`config.mk`:
```
export PLATFORM = sky130hd
export DESIGN_NAME = serial_bit_feeder
export DESIGN_NICKNAME = d
export VERILOG_FILES = /design/src/rtl/serial_bit_feeder.sv
export SDC_FILE = /design/constraint.sdc
export NUM_CORES = 1
export LEC_CHECK = 0
export CAP_MARGIN = 20
export CORE_MARGIN = 1.5
export CORE_UTILIZATION = 45
export CTS_CLUSTER_SIZE = 8
export DETAILED_ROUTE_END_ITERATION = 10
export PLACE_DENSITY = 0.74
export SLEW_MARGIN = 20
export SYNTH_ARGS = -nofsm -noshare
export SYNTH_HDL_FRONTEND = slang
export SYNTH_SLANG_ARGS = --single-unit
```
`constraint.sdc`:
```
create_clock -name clk -period 2.21 [get_ports clk]
set_input_delay 0.5525 -clock clk [delete_from_list [all_inputs] [get_ports clk]]
set_output_delay 0.5525 -clock clk [all_outputs]
set_load 0.02 [all_outputs]
```
`src/rtl/serial_bit_feeder.sv`:
```
// Parallel-to-serial bit feeder with a ready/valid word input and a registered serial output.
// Optional trailing even-parity bit when SERIAL_BIT_FEEDER_PARITY_EN is defined.
//
// state  | meaning
// IDLE   | no word in flight, ready for a transfer
// SHIFT  | presenting data bits, counter counts down to the last bit
// PARITY | presenting the even-parity bit of the word (parity build only)
module serial_bit_feeder #(
  parameter int WIDTH     = 8,
  parameter bit MSB_FIRST = 1'b1
) (
  input  logic             clk,
  input  logic             reset,
  input  logic [WIDTH-1:0] in_data,
  input  logic             in_valid,
  output logic             in_ready,
  output logic             bit_out,
  output logic             bit_valid,
  output logic             busy,
  output logic             word_done
);

  localparam int CW = $clog2(WIDTH);
  localparam logic [CW-1:0] CNT_LOAD = CW'(WIDTH - 1);

`ifdef SERIAL_BIT_FEEDER_PARITY_EN
  typedef enum logic [1:0] {IDLE, SHIFT, PARITY} state_t;
  logic parity_q;
`else
  typedef enum logic [0:0] {IDLE, SHIFT} state_t;
`endif

  state_t           state, state_nxt;
  logic [CW-1:0]    cnt;
  logic [WIDTH-1:0] shreg;
  logic             last_bit;
  logic             head_bit;
  logic             take;

  assign last_bit = (cnt == '0);
  assign head_bit = MSB_FIRST ? shreg[WIDTH-1] : shreg[0];
  assign take     = in_valid & in_ready;
  assign busy     = bit_valid;

  always_comb begin
    state_nxt = state;
    in_ready  = 1'b0;
    bit_valid = 1'b0;
    bit_out   = 1'b0;
    word_done = 1'b0;
    case (state)
      IDLE: begin
        in_ready = 1'b1;
        if (in_valid) state_nxt = SHIFT;
      end
      SHIFT: begin
        bit_valid = 1'b1;
        bit_out   = head_bit;
`ifdef SERIAL_BIT_FEEDER_PARITY_EN
        if (last_bit) state_nxt = PARITY;
`else
        if (last_bit) begin
          in_ready  = 1'b1;
          word_done = 1'b1;
          state_nxt = in_valid ? SHIFT : IDLE;
        end
`endif
      end
`ifdef SERIAL_BIT_FEEDER_PARITY_EN
      PARITY: begin
        bit_valid = 1'b1;
        bit_out   = parity_q;
        in_ready  = 1'b1;
        word_done = 1'b1;
        state_nxt = in_valid ? SHIFT : IDLE;
      end
`endif
      default: state_nxt = IDLE;
    endcase
  end

  // A transfer always reloads, so back-to-back words need no idle cycle.
  always_ff @(posedge clk) begin
    if (!reset) begin
      state <= IDLE;
      cnt   <= '0;
      shreg <= '0;
`ifdef SERIAL_BIT_FEEDER_PARITY_EN
      parity_q <= 1'b0;
`endif
    end else begin
      state <= state_nxt;
      if (take) begin
        shreg <= in_data;
        cnt   <= CNT_LOAD;
`ifdef SERIAL_BIT_FEEDER_PARITY_EN
        parity_q <= ^in_data;
`endif
      end else if (state == SHIFT) begin
        shreg <= MSB_FIRST ? {shreg[WIDTH-2:0], 1'b0} : {1'b0, shreg[WIDTH-1:1]};
        if (!last_bit) cnt <= cnt - 1'b1;
      end
    end
  end

endmodule

```
* After elaboration in Yosys (flattened, before gate mapping) *
Index checks and enable logic that the tools add are counted.

word-level totals
  register bits = 12
  output and inout port bits = 5
  input port bits = 11

cells by class
  reductions and logical operators = 3
  equal/unequal tests = 1
  bitwise gates (word level) = 2
  add/sub/neg operators = 1
  mux-type cells = 13

operator list
  cell                                                                count
  8-bit two-way mux                                                   2
  3-bit two-way mux                                                   3
  1-bit two-way mux                                                   6
  1-bit case mux with 2 select lines                                  2
  3-bit logical NOT                                                   1
  3-bit by 1-bit subtractor with 3-bit output, second input constant  1
  2-bit by 1-bit != test with 1-bit output, second input constant     1
  2-bit AND reduction                                                 1
  2-bit nonzero test                                                  1
  1-bit bitwise AND                                                   1
  1-bit NOT                                                           1

* Depth between registers and ports, before layout *
Gate-level depths: netlist of the first run.

  depth in word-level cells = 6
  gate-level depth with buffers = 5
  mapped depth without buffers = 5

* Least setup slack after synthesis of the first run *
Ideal clock, no wire load.

  path type = flip-flop to output port
  start = register state
  end = output word_done
  path buffers = 1
  stages on the path, launching flop included = 4
  path slack = 0.498 ns
  arrival time = 1.159 ns
  cell sequence = dfxtp_1 clkbuf_2 clkinv_1 nor2_1

between the ends
  word-level cells in the longest chain between the ends = 1

RTL lines
  item                    line  RTL
  start, declared         33    state_t state, state_nxt;
  start signal, assigned  92    state <= state_nxt;
  1-bit two-way mux       51    case (state)
  end, declared           20    output logic word_done

No other way between the ends.

* Worst setup path in the final report of the first run *
  start = register cnt[0]
  end = output in_ready

between the ends
  word-level cells in the longest chain between the ends = 3

RTL lines
  item                                line  RTL
  start, declared                     34    logic [CW-1:0] cnt;
  start signal, assigned              101   if (!last_bit) cnt <= cnt - 1'b1;
  3-bit logical NOT                   40    assign last_bit = (cnt == '0);
  1-bit two-way mux                   62    if (last_bit) begin
  1-bit case mux with 2 select lines  51
  end, declared                       16    output logic in_ready,

No other way between the ends.

==> run metrics, run 1 <==
Final Hold Viols 0; core area 0.00130 mm^2; Worst setup SP type flip-flop; DR WL/cell 13.6 um; CTS tree done; global-route usage over all layers 0.202; worst ir drop on vdd around 420 uV; Final Max Slew Viols 0; die area 0.00164 mm^2; Rel. slew slack 0.794; clk slew on worst S/H paths 80 ps; vias in the first global route 470; placed cell count 93; part of the power in registers 0.436; share of total power in combinational logic 0.250; IO buf count 15; Net Count, Synth 76; Tcrit/Tclk final 0.947; Hold WS 482 ps; setup ws final about 120 ps; share of the yosys chip area belonging to registers 0.379; Mapped Area approximately 630 um^2; Reg2Reg Depth 5; 1st-iter DRT viols 10; Top FF cell, synth dfxtp_1; Switching Fraction 0.280; Synth Register Bits 12; cts hold-fix bufs 0; htree depth 1; Area Overhead vs Synth 32.9%; largest net degree at the start of global routing 10; Clk pwr share 0.314; vias per cell 5.62; Critical Path Sink Type primary output; Post-Synthesis Cells 63; setup slack at placement 74.4 ps; global-route wire length before repair approximately 2000 um; Inserted Clock Buffers 3; Synth area leaders dfxtp_1 38%, o221a_2 12%, mux2i_1 11%, a21oi_1 5.5%, ha_1 3.9%; clk_skew 6.89 ps; clock latency on the worst-skew pair 280 ps; hold path startpoint cnt[0]$_SDFFE_PN0P_; final routed DRC violation total 0; initial antenna violation count 0; total grt overflow 0; Worst R2R Start cnt[0]$_SDFFE_PN0P_; Synth cell types 24; Clock Tree Buf Depth 2; post-cts resize count 3; diode count 0; reg2reg end shreg[1]$_SDFFE_PN0P_; Final Core Density 0.648; status finished clean; register area around 240 um^2; clk root buf clkbuf_4; max-cap violation count 0; Int Power 0.417 mW; fin area about 840 um^2; number of setup violations in the final report 0; reg-to-reg slack, setup approximately 740 ps; Crit Path Max Fanout 4; total number of vias about 550; WHS Path Cells 1; DR pass1 iterations 4; Tmin final 2090 ps; Async SR Flop Fraction 0; Total Wirelength 1320 um; worst-margin pin slew 308 ps; row count 13; net switching power 0.162 mW; area of the multi-input gates 353 um^2; setup bufs post-CTS 0; arrival time worst endpoint 1540 ps; Synth area leader dfxtp_1; Die Ht between 40 and 50 um; RePlAce Congestion between 0.8 and 0.9; post-synth top area share 0.379; Post-DRT Antenna Nets 0; Leak Pwr 0.380 nW; post-place instance area 802 um^2; die width 40.5 um; Post-synth EDFFs 0; layout cells sized above 1 0.244; fmax 478 MHz; Initial Util 0.487; Avg Cell Area, Syn 10.1 um^2; filler cell count 113; Num Clock Sinks 12; setup TNS 0 ps; Power, Total between 0.5 and 0.6 mW; Yosys warning count 0; Hold Path End cnt[0]$_SDFFE_PN0P_; final net count 96; Power per Cell Area between 600 and 700 mW/mm^2; Hold Crit Class flip-flop to flip-flop; worst path required time 1660 ps; unrepaired setup endpoints after global routing false; WS Path Type flip-flop to primary output; commonest cells after routing, fill and taps aside 12 x dfxtp_1, 12 x clkdlybuf4s50_1, 7 x a21oi_1, 7 x o221a_2, 7 x mux2i_1; Finished Layout Cells 97; Ports 16; Post-DP HPWL 970 um
registers in the layout, indices dropped and copies added (netlist names):
| name | cells |
|---|---|
| cnt | 3 |
| shreg | 8 |
| state | 1 |
final cells by class:
class | instances | share of cell area
Clock buffer | 4 | 0.0430
Inverter | 6 | 0.0267
Multi-Input combinational cell | 42 | 0.418
Sequential cell | 12 | 0.285
Tap cell | 15 | 0.0223
Timing Repair Buffer | 18 | 0.205
metal layers:
layer  share of wire  GRT usage  wire [um]  up-vias
met2            0.47      0.302        621       11
li1                -          -          -      276
met4           0.029      0.150         38        0
met5               0          0          0        -
met3           0.046     0.0500         60        5
met1            0.45      0.246        597      253
worst max-delay path by stage:
stage | startpoint | end | cells after the start | slack [ps]
3_5_place_dp | cnt[0]$_SDFFE_PN0P_ | in_ready | 6 | 70
4_1_cts | state$_SDFF_PN0_ | bit_out | 3 | 50
3_3_place_gp | cnt[0]$_SDFFE_PN0P_ | in_ready | 6 | 120
5_1_grt | cnt[0]$_SDFFE_PN0P_ | in_ready | 6 | 40
6_report | cnt[0]$_SDFFE_PN0P_ | in_ready | 6 | 120
2_1_floorplan | state$_SDFF_PN0_ | word_done | 3 | 500
cells in the mapped netlist (all sizes together), types with 2 or more instances:
cell type,n
buf,2
and2,2
nor2,3
a21oi,7
o21a,2
mux2i,7
a211oi,2
ha,2
o221a,7
dfxtp,12
inv,5
kinds of logic after synthesis:
family          count (synthesis)  share of synthesized area
flops                          12                      0.379
mux                             8                      0.128
fa+ha+maj                       2                     0.0394
buf+inv                         9                     0.0730
simple gates                   10                     0.0986
compound gates                 22                      0.282
critical path, cell delays in order, from the launching register on:
cell and delay (ps):
dfxtp_1 330, inv_1 90, ha_2 240, nand2b_4 80, and2_4 170, inv_1 40
dlygate4sd2_1 310
power groups by stage:
stage               Clock [mW]  Combinational (mW)  Sequential (mW)
floorplan                    0              0.0936            0.255
global route             0.192               0.158            0.255
global placement             0               0.141            0.257
finish                   0.181               0.145            0.253
detailed placement           0               0.144            0.258
CTS                      0.186               0.144            0.252
No activity file was read; power rests on OpenSTA's default activity.
==> run 2: changes to the inputs <==
--- a/config.mk
+++ b/config.mk
@@ -15,3 +15,4 @@
 export SYNTH_ARGS = -nofsm -noshare
 export SYNTH_HDL_FRONTEND = slang
 export SYNTH_SLANG_ARGS = --single-unit
+export TNS_END_PERCENT = 50
==> results of run 2 <==
Final layout, timing and power as in run 1 (identical DEF).
==> run 3: changes to the inputs <==
--- a/config.mk
+++ b/config.mk
@@ -10,7 +10,9 @@
 export CORE_UTILIZATION = 45
 export CTS_CLUSTER_SIZE = 8
 export DETAILED_ROUTE_END_ITERATION = 10
+export GPL_ROUTABILITY_DRIVEN = 0
 export PLACE_DENSITY = 0.74
+export SETUP_SLACK_MARGIN = 0.02
 export SLEW_MARGIN = 20
 export SYNTH_ARGS = -nofsm -noshare
 export SYNTH_HDL_FRONTEND = slang
==> results of run 3 <==
Final layout, timing and power as in run 1 (identical DEF).
